`src/rtl/via_adb_shifter.sv`:
```
// ============================================================================
// Module   : via_adb_shifter
// Function : 6522 VIA shift-register path between the CPU and the ADB
//            transceiver, with a one-deep pending buffer for inbound bytes.
// Revision : 1.0 - initial release
// ============================================================================
`default_nettype none

module via_adb_shifter #(
    parameter int BIT_TICKS = 10
) (
    input  logic       clk,
    input  logic       _reset,
    input  logic       clk_en,
    input  logic       sr_dir,
    input  logic       sr_wr,
    input  logic       sr_rd,
    input  logic [7:0] cpu_din,
    output logic [7:0] sr_dout,
    output logic       sr_irq,
    output logic       viaBusy,
    output logic [7:0] adb_din,
    output logic       adb_din_strobe,
    input  logic [7:0] adb_dout,
    input  logic       adb_dout_strobe,
    output logic       overrun
);

    localparam logic [7:0] c_TICK_LAST = 8'(BIT_TICKS - 1);
    localparam logic [2:0] c_BIT_LAST  = 3'd7;

    typedef enum logic [1:0] {
        S_IDLE  = 2'd0,
        S_SHOUT = 2'd1,
        S_SHIN  = 2'd2
    } state_t;

    state_t     state_q,    state_d;
    logic [7:0] tick_q,     tick_d;
    logic [2:0] bit_cnt_q,  bit_cnt_d;
    logic [7:0] hold_q,     hold_d;
    logic [7:0] pend_q,     pend_d;
    logic       pend_vld_q, pend_vld_d;
    logic [7:0] sr_q,       sr_d;
    logic [7:0] adb_q,      adb_d;
    logic       stb_q,      stb_d;
    logic       irq_q,      irq_d;
    logic       ovr_q,      ovr_d;

    logic w_last;
    logic w_take;
    logic w_set_irq;
    logic w_set_ovr;
    logic w_done_in;

    assign w_last = (bit_cnt_q == c_BIT_LAST) && (tick_q == c_TICK_LAST);

    always_comb begin
        state_d    = state_q;
        tick_d     = tick_q;
        bit_cnt_d  = bit_cnt_q;
        hold_d     = hold_q;
        pend_d     = pend_q;
        pend_vld_d = pend_vld_q;
        sr_d       = sr_q;
        adb_d      = adb_q;
        stb_d      = 1'b0;
        w_take     = 1'b0;
        w_set_irq  = 1'b0;
        w_set_ovr  = 1'b0;
        w_done_in  = 1'b0;

        if (sr_wr) begin
            sr_d = cpu_din;
        end

        case (state_q)
            S_IDLE: begin
                if (sr_wr && sr_dir) begin
                    state_d   = S_SHOUT;
                    tick_d    = 8'd0;
                    bit_cnt_d = 3'd0;
                end else if (!sr_dir && (pend_vld_q || adb_dout_strobe)) begin
                    state_d   = S_SHIN;
                    tick_d    = 8'd0;
                    bit_cnt_d = 3'd0;
                    // Older buffered byte goes first; a same-cycle arrival refills the buffer below.
                    if (pend_vld_q) begin
                        hold_d     = pend_q;
                        pend_vld_d = 1'b0;
                    end else begin
                        hold_d = adb_dout;
                        w_take = 1'b1;
                    end
                end
            end
            S_SHOUT: begin
                if (!sr_dir) begin
                    state_d = S_IDLE;
                end else if (sr_wr) begin
                    tick_d    = 8'd0;
                    bit_cnt_d = 3'd0;
                end else if (w_last) begin
                    state_d   = S_IDLE;
                    adb_d     = sr_q;
                    stb_d     = 1'b1;
                    w_set_irq = 1'b1;
                end else if (tick_q == c_TICK_LAST) begin
                    tick_d    = 8'd0;
                    bit_cnt_d = bit_cnt_q + 3'd1;
                end else begin
                    tick_d = tick_q + 8'd1;
                end
            end
            S_SHIN: begin
                if (sr_dir) begin
                    state_d = S_IDLE;
                end else if (w_last) begin
                    state_d   = S_IDLE;
                    w_done_in = 1'b1;
                    w_set_irq = 1'b1;
                end else if (tick_q == c_TICK_LAST) begin
                    tick_d    = 8'd0;
                    bit_cnt_d = bit_cnt_q + 3'd1;
                end else begin
                    tick_d = tick_q + 8'd1;
                end
            end
            default: begin
                state_d = S_IDLE;
            end
        endcase

        // A completing shift-in owns SR over a coincident CPU write.
        if (w_done_in) begin
            sr_d = hold_q;
        end

        if (adb_dout_strobe && !w_take) begin
            if (!pend_vld_d) begin
                pend_d     = adb_dout;
                pend_vld_d = 1'b1;
            end else begin
                w_set_ovr = 1'b1;
            end
        end

        if (w_set_irq) begin
            irq_d = 1'b1;
        end else if (sr_rd || sr_wr) begin
            irq_d = 1'b0;
        end else begin
            irq_d = irq_q;
        end

        if (w_set_ovr) begin
            ovr_d = 1'b1;
        end else if (sr_rd) begin
            ovr_d = 1'b0;
        end else begin
            ovr_d = ovr_q;
        end
    end

    always_ff @(posedge clk or negedge _reset) begin
        if (!_reset) begin
            state_q    <= S_IDLE;
            tick_q     <= 8'd0;
            bit_cnt_q  <= 3'd0;
            hold_q     <= 8'h00;
            pend_q     <= 8'h00;
            pend_vld_q <= 1'b0;
            sr_q       <= 8'h00;
            adb_q      <= 8'h00;
            stb_q      <= 1'b0;
            irq_q      <= 1'b0;
            ovr_q      <= 1'b0;
        end else if (clk_en) begin
            state_q    <= state_d;
            tick_q     <= tick_d;
            bit_cnt_q  <= bit_cnt_d;
            hold_q     <= hold_d;
            pend_q     <= pend_d;
            pend_vld_q <= pend_vld_d;
            sr_q       <= sr_d;
            adb_q      <= adb_d;
            stb_q      <= stb_d;
            irq_q      <= irq_d;
            ovr_q      <= ovr_d;
        end
    end

    assign sr_dout        = sr_q;
    assign sr_irq         = irq_q;
    assign viaBusy        = (state_q != S_IDLE);
    assign adb_din        = adb_q;
    assign adb_din_strobe = stb_q;
    assign overrun        = ovr_q;

endmodule

`default_nettype wire

```
`config.mk`:
```
export PLATFORM = sky130hd
export DESIGN_NAME = via_adb_shifter
export DESIGN_NICKNAME = d
export VERILOG_FILES = /design/src/rtl/via_adb_shifter.sv
export SDC_FILE = /design/constraint.sdc
export NUM_CORES = 1
export LEC_CHECK = 0
export ABC_CLOCK_PERIOD_IN_PS = 1700
export BUFFER_PORTS_ARGS = -buffer_cell sky130_fd_sc_hd__buf_4
export CORE_UTILIZATION = 40
export CTS_CLUSTER_DIAMETER = 30
export DETAILED_ROUTE_END_ITERATION = 10
export PLACE_DENSITY_LB_ADDON = 0.08
export RECOVER_POWER = 50
export SYNTH_ARGS = -nofsm -noshare
export SYNTH_HDL_FRONTEND = slang
export SYNTH_SLANG_ARGS = --single-unit
export TNS_END_PERCENT = 30
```
`constraint.sdc`:
```
create_clock -name clk -period 1.7 [get_ports clk]
set_input_delay 0.17 -clock clk [delete_from_list [all_inputs] [get_ports clk]]
set_output_delay 0.17 -clock clk [all_outputs]
set_load 0.02 [all_outputs]
```
==> flow_summary.yaml <==
outcome:
  status: "complete, but fails checks"
  violations: "negative setup slack"
floorplanning:
  io_pins: 43
  die_w_um: 81.1
  dieArea_sq_mm: 0.00657
  num_rows: 28
  dieHeight_um: 81.1
  initial_core_util: 0.417
  core_area_sq_mm: 0.00599
grt:
  grt_pass1_vias: 1884
  met1_usage: 0.280
  grtUsageMet3: 0.0393
  grtUsageMet2: 0.286
  grt.busiest_layer: "met2"
  grt-ovfl-total: 0
  grt_pass1_wl_mm: 9.46
  grt_max_degree: 50
  grt_use_total: 0.190
  antenna_found_initial: 0
logic_synthesis:
  synth.distinct_cells: 46
  synth_area_leader_cell: "dfrtp_1"
  async_flop_share: 1.00
  yosysSeqAreaShare: 0.490
  syn_avg_cell_area_sq_um: 10.8
  ys_ff_latch: 49
  ys.flop_type: "dfrtp_1"
  synthesis.nets: 263
  synthCells: 232
  synth_top_area_frac: 0.490
  ys_warn_count: 0
  synth-edff-count: 0
  netlist_area_sq_mm: 0.00250
  synth_area_leaders: "dfrtp_1 (49%), mux2_2 (7.7%), o211ai_1 (4.2%)"
min_path:
  hold_path_class: "in -> reg"
  hold_path_end: "pend_q[7]$_DFFE_PN0P_"
  hold-path-cell-count: 2
  hp-start: "adb_dout[7]"
setup_path:
  path_cells: "ha_1 > nor2b_2 > o2111ai_2 > buf_4 > nor4_4 > mux2_4"
  rr_worst_depth: 6
  cp-start-kind: "register"
  arrival_ps: 1980
  r2r_end: "bit_cnt_q[0]$_DFFE_PN0P_"
  rrSetupSlack_ps: -40
  worst-path-max-fanout: 3
  worst_path_max_delay_cell: "dfrtp_2"
  rr_startpoint: "state_q[0]$_DFFE_PN0P_"
  slowest_delay_ps: 450
  critPathCaptureType: "register"
  critPathRequiredTime_ps: 1950
  timing_worst_setup_path_type: "reg -> reg"
cts:
  cts.clk_slew.worst_paths_ps: 100
  cts_max_level: 2
  clk-insertion-delay-late_ps: 300
  clock_path_buffers: 2
  cts_tree: "yes"
  cts_made_buffers: 5
  cts.sinks: 49
  root_buffer: "clkbuf_8"
sta:
  setup_ws_ps: -36.2
  hold_viol_final: 0
  tightest_slew_ps: 1200
  finalCriticalPeriod_ps: 1740
  max_freq_mhz: 576
  finalCritPeriodShare: 1.02
  skew_ps: 6.32
  slew_headroom: 0.200
  drv_slew: 0
  grt_setup_unrepaired: "yes"
  setup_viol: 13
pwr:
  power.leakage_nw: 1.63
  p_per_area_mw_per_mm2: 1150
  p_total_mw: 4.01
  vdd.ir_drop.worst_v: 0.000920
place:
  placed_cell_area_sq_mm: 0.00311
  dp.cells: 369
  portBuffers: 42
  hpwl_mm: 4.02
  gp_congestion: 0.798
drt:
  ant_nets: 0
  drt_pass1_iterations: 4
  routed_wl_mm: 5.90
  wl_per_cell_um: 15.2
  drc: 0
  via_count: 2020
  vias_per_cell: 5.19
  first_iter_violations: 68
final_layout:
  fillCellCount: 569
  antenna-diode-count: 0
  fin_nets: 344
  area_growth_pct: 39.6
  drive_gt1_frac: 0.465
  fin_area_sq_mm: 0.00349
  multiInputGateArea_sq_mm: 0.00139
  fin_cells: 389
  regArea_sq_mm: 0.00123
job:
  maxCapViolCount: 0
critical path, delay by kind of cell, from the launching register on:
kind	cells	cell delay, ps
flip-flops	1	450
adder cells (fa/ha/maj)	1	250
multiplexers	1	200
AND/OR/NAND/NOR	2	460
buffers and inverters	1	170
AO/OA/AOI/OAI	1	150
stage by stage:
step | utilization | TNS (ps) | setup WS [ps] | hold slack, ps
2_1_floorplan | - | -224 | -25.7 | -126
3_3_place_gp | 0.519 | -413 | -35.4 | 240
3_5_place_dp | 0.519 | -779 | -47.1 | 240
4_1_cts | 0.552 | -187 | -28.7 | 92.8
5_1_grt | 0.583 | -2330 | -145 | 93.3
6_report | 0.583 | -103 | -36.2 | 106
cells in the mapped netlist (2+ instances only):
master,n
dfrtp_1,49
mux2i_1,9
mux2_2,17
nor3_1,2
o311ai_0,2
buf_1,2
nand3_1,14
a22o_1,6
clkbuf_1,2
buf_2,4
inv_1,7
ha_1,8
nand4_1,3
a32o_1,2
o211ai_1,14
a21oi_1,11
and3_2,2
nor2_1,13
and3_1,2
o21ai_0,6
nand2_1,24
nor2b_1,9
worst max-delay path by stage:
stage / from / end / slack, ps
floorplan: state_q[0]$_DFFE_PN0P_ / pend_q[0]$_DFFE_PN0P_ / -30
global placement: bit_cnt_q[0]$_DFFE_PN0P_ / adb_din[7]$_DFFE_PN0P_ / -40
detailed placement: bit_cnt_q[0]$_DFFE_PN0P_ / adb_din[4]$_DFFE_PN0P_ / -50
CTS: tick_q[1]$_DFFE_PN0P_ / adb_din[3]$_DFFE_PN0P_ / -30
global route: state_q[0]$_DFFE_PN0P_ / bit_cnt_q[2]$_DFFE_PN0P_ / -150
finish: state_q[0]$_DFFE_PN0P_ / bit_cnt_q[0]$_DFFE_PN0P_ / -40
registers in the layout (all words and copies together) (netlist names):
register and cells:
adb_din 8, adb_din_strobe 1, bit_cnt_q 3, hold_q 8, overrun 1, pend_q 8, pend_vld_q 1, sr_dout 8
sr_irq 1, state_q 2, tick_q 8
timing repair:
action	CTS	global route
cloned	2	0
hold buffers	1	0
pin swaps	6	13
gates resized for setup	22	27
buffers inserted	2	8
endpoints found under the hold margin	49	0
setup endpoints to repair	34	38
kinds of logic (layout without fill, tap and decap cells):
| family | Yosys count | after routing | synth area share |
|---|---|---|---|
| muxes | 26 | 26 | 0.113 |
| adders and majority gates | 8 | 8 | 0.0400 |
| AOI/OAI and AO/OA | 51 | 51 | 0.144 |
| buffers and inverters | 16 | 98 | 0.0265 |
| and+or+nand+nor | 81 | 81 | 0.183 |
| xor gates and xnor gates | 1 | 1 | 0.00350 |
| DFF | 49 | 49 | 0.490 |
area by class of cell:
| class | count | share of cell area |
|---|---|---|
| tap | 75 | 0.0269 |
| multi-input combinational | 167 | 0.399 |
| sequential | 49 | 0.352 |
| timing repair buffer | 83 | 0.189 |
| inverter | 7 | 0.00753 |
| clock inverter | 3 | 0.00645 |
| clock buffer | 5 | 0.0197 |
power by group:
part           internal, mW  switching (mW)
sequential             1.44           0.160
combinational         0.844           0.874
clock                 0.293           0.404
total                  2.57            1.44
cell usage in the layout (no fill, tap or decap), types with 3 or more instances in the layout:
master,n
buf_4,74
nor2_1,12
nand3_1,9
o21ai_0,6
clkbuf_8,5
dfrtp_1,48
nand3_2,5
buf_6,6
inv_1,5
mux2i_1,8
mux2_2,16
a22o_1,6
ha_4,3
a21oi_1,11
nand4_1,3
nor2b_1,5
ha_1,3
nand2_1,23
o211ai_1,14
routing by layer:
metal  up-vias  share of wire
met1       971           0.51
met2        37           0.45
met3         4          0.032
met5         -              0
met4         0         0.0078
li1       1008              -
No activity file was read; power rests on OpenSTA's default activity.
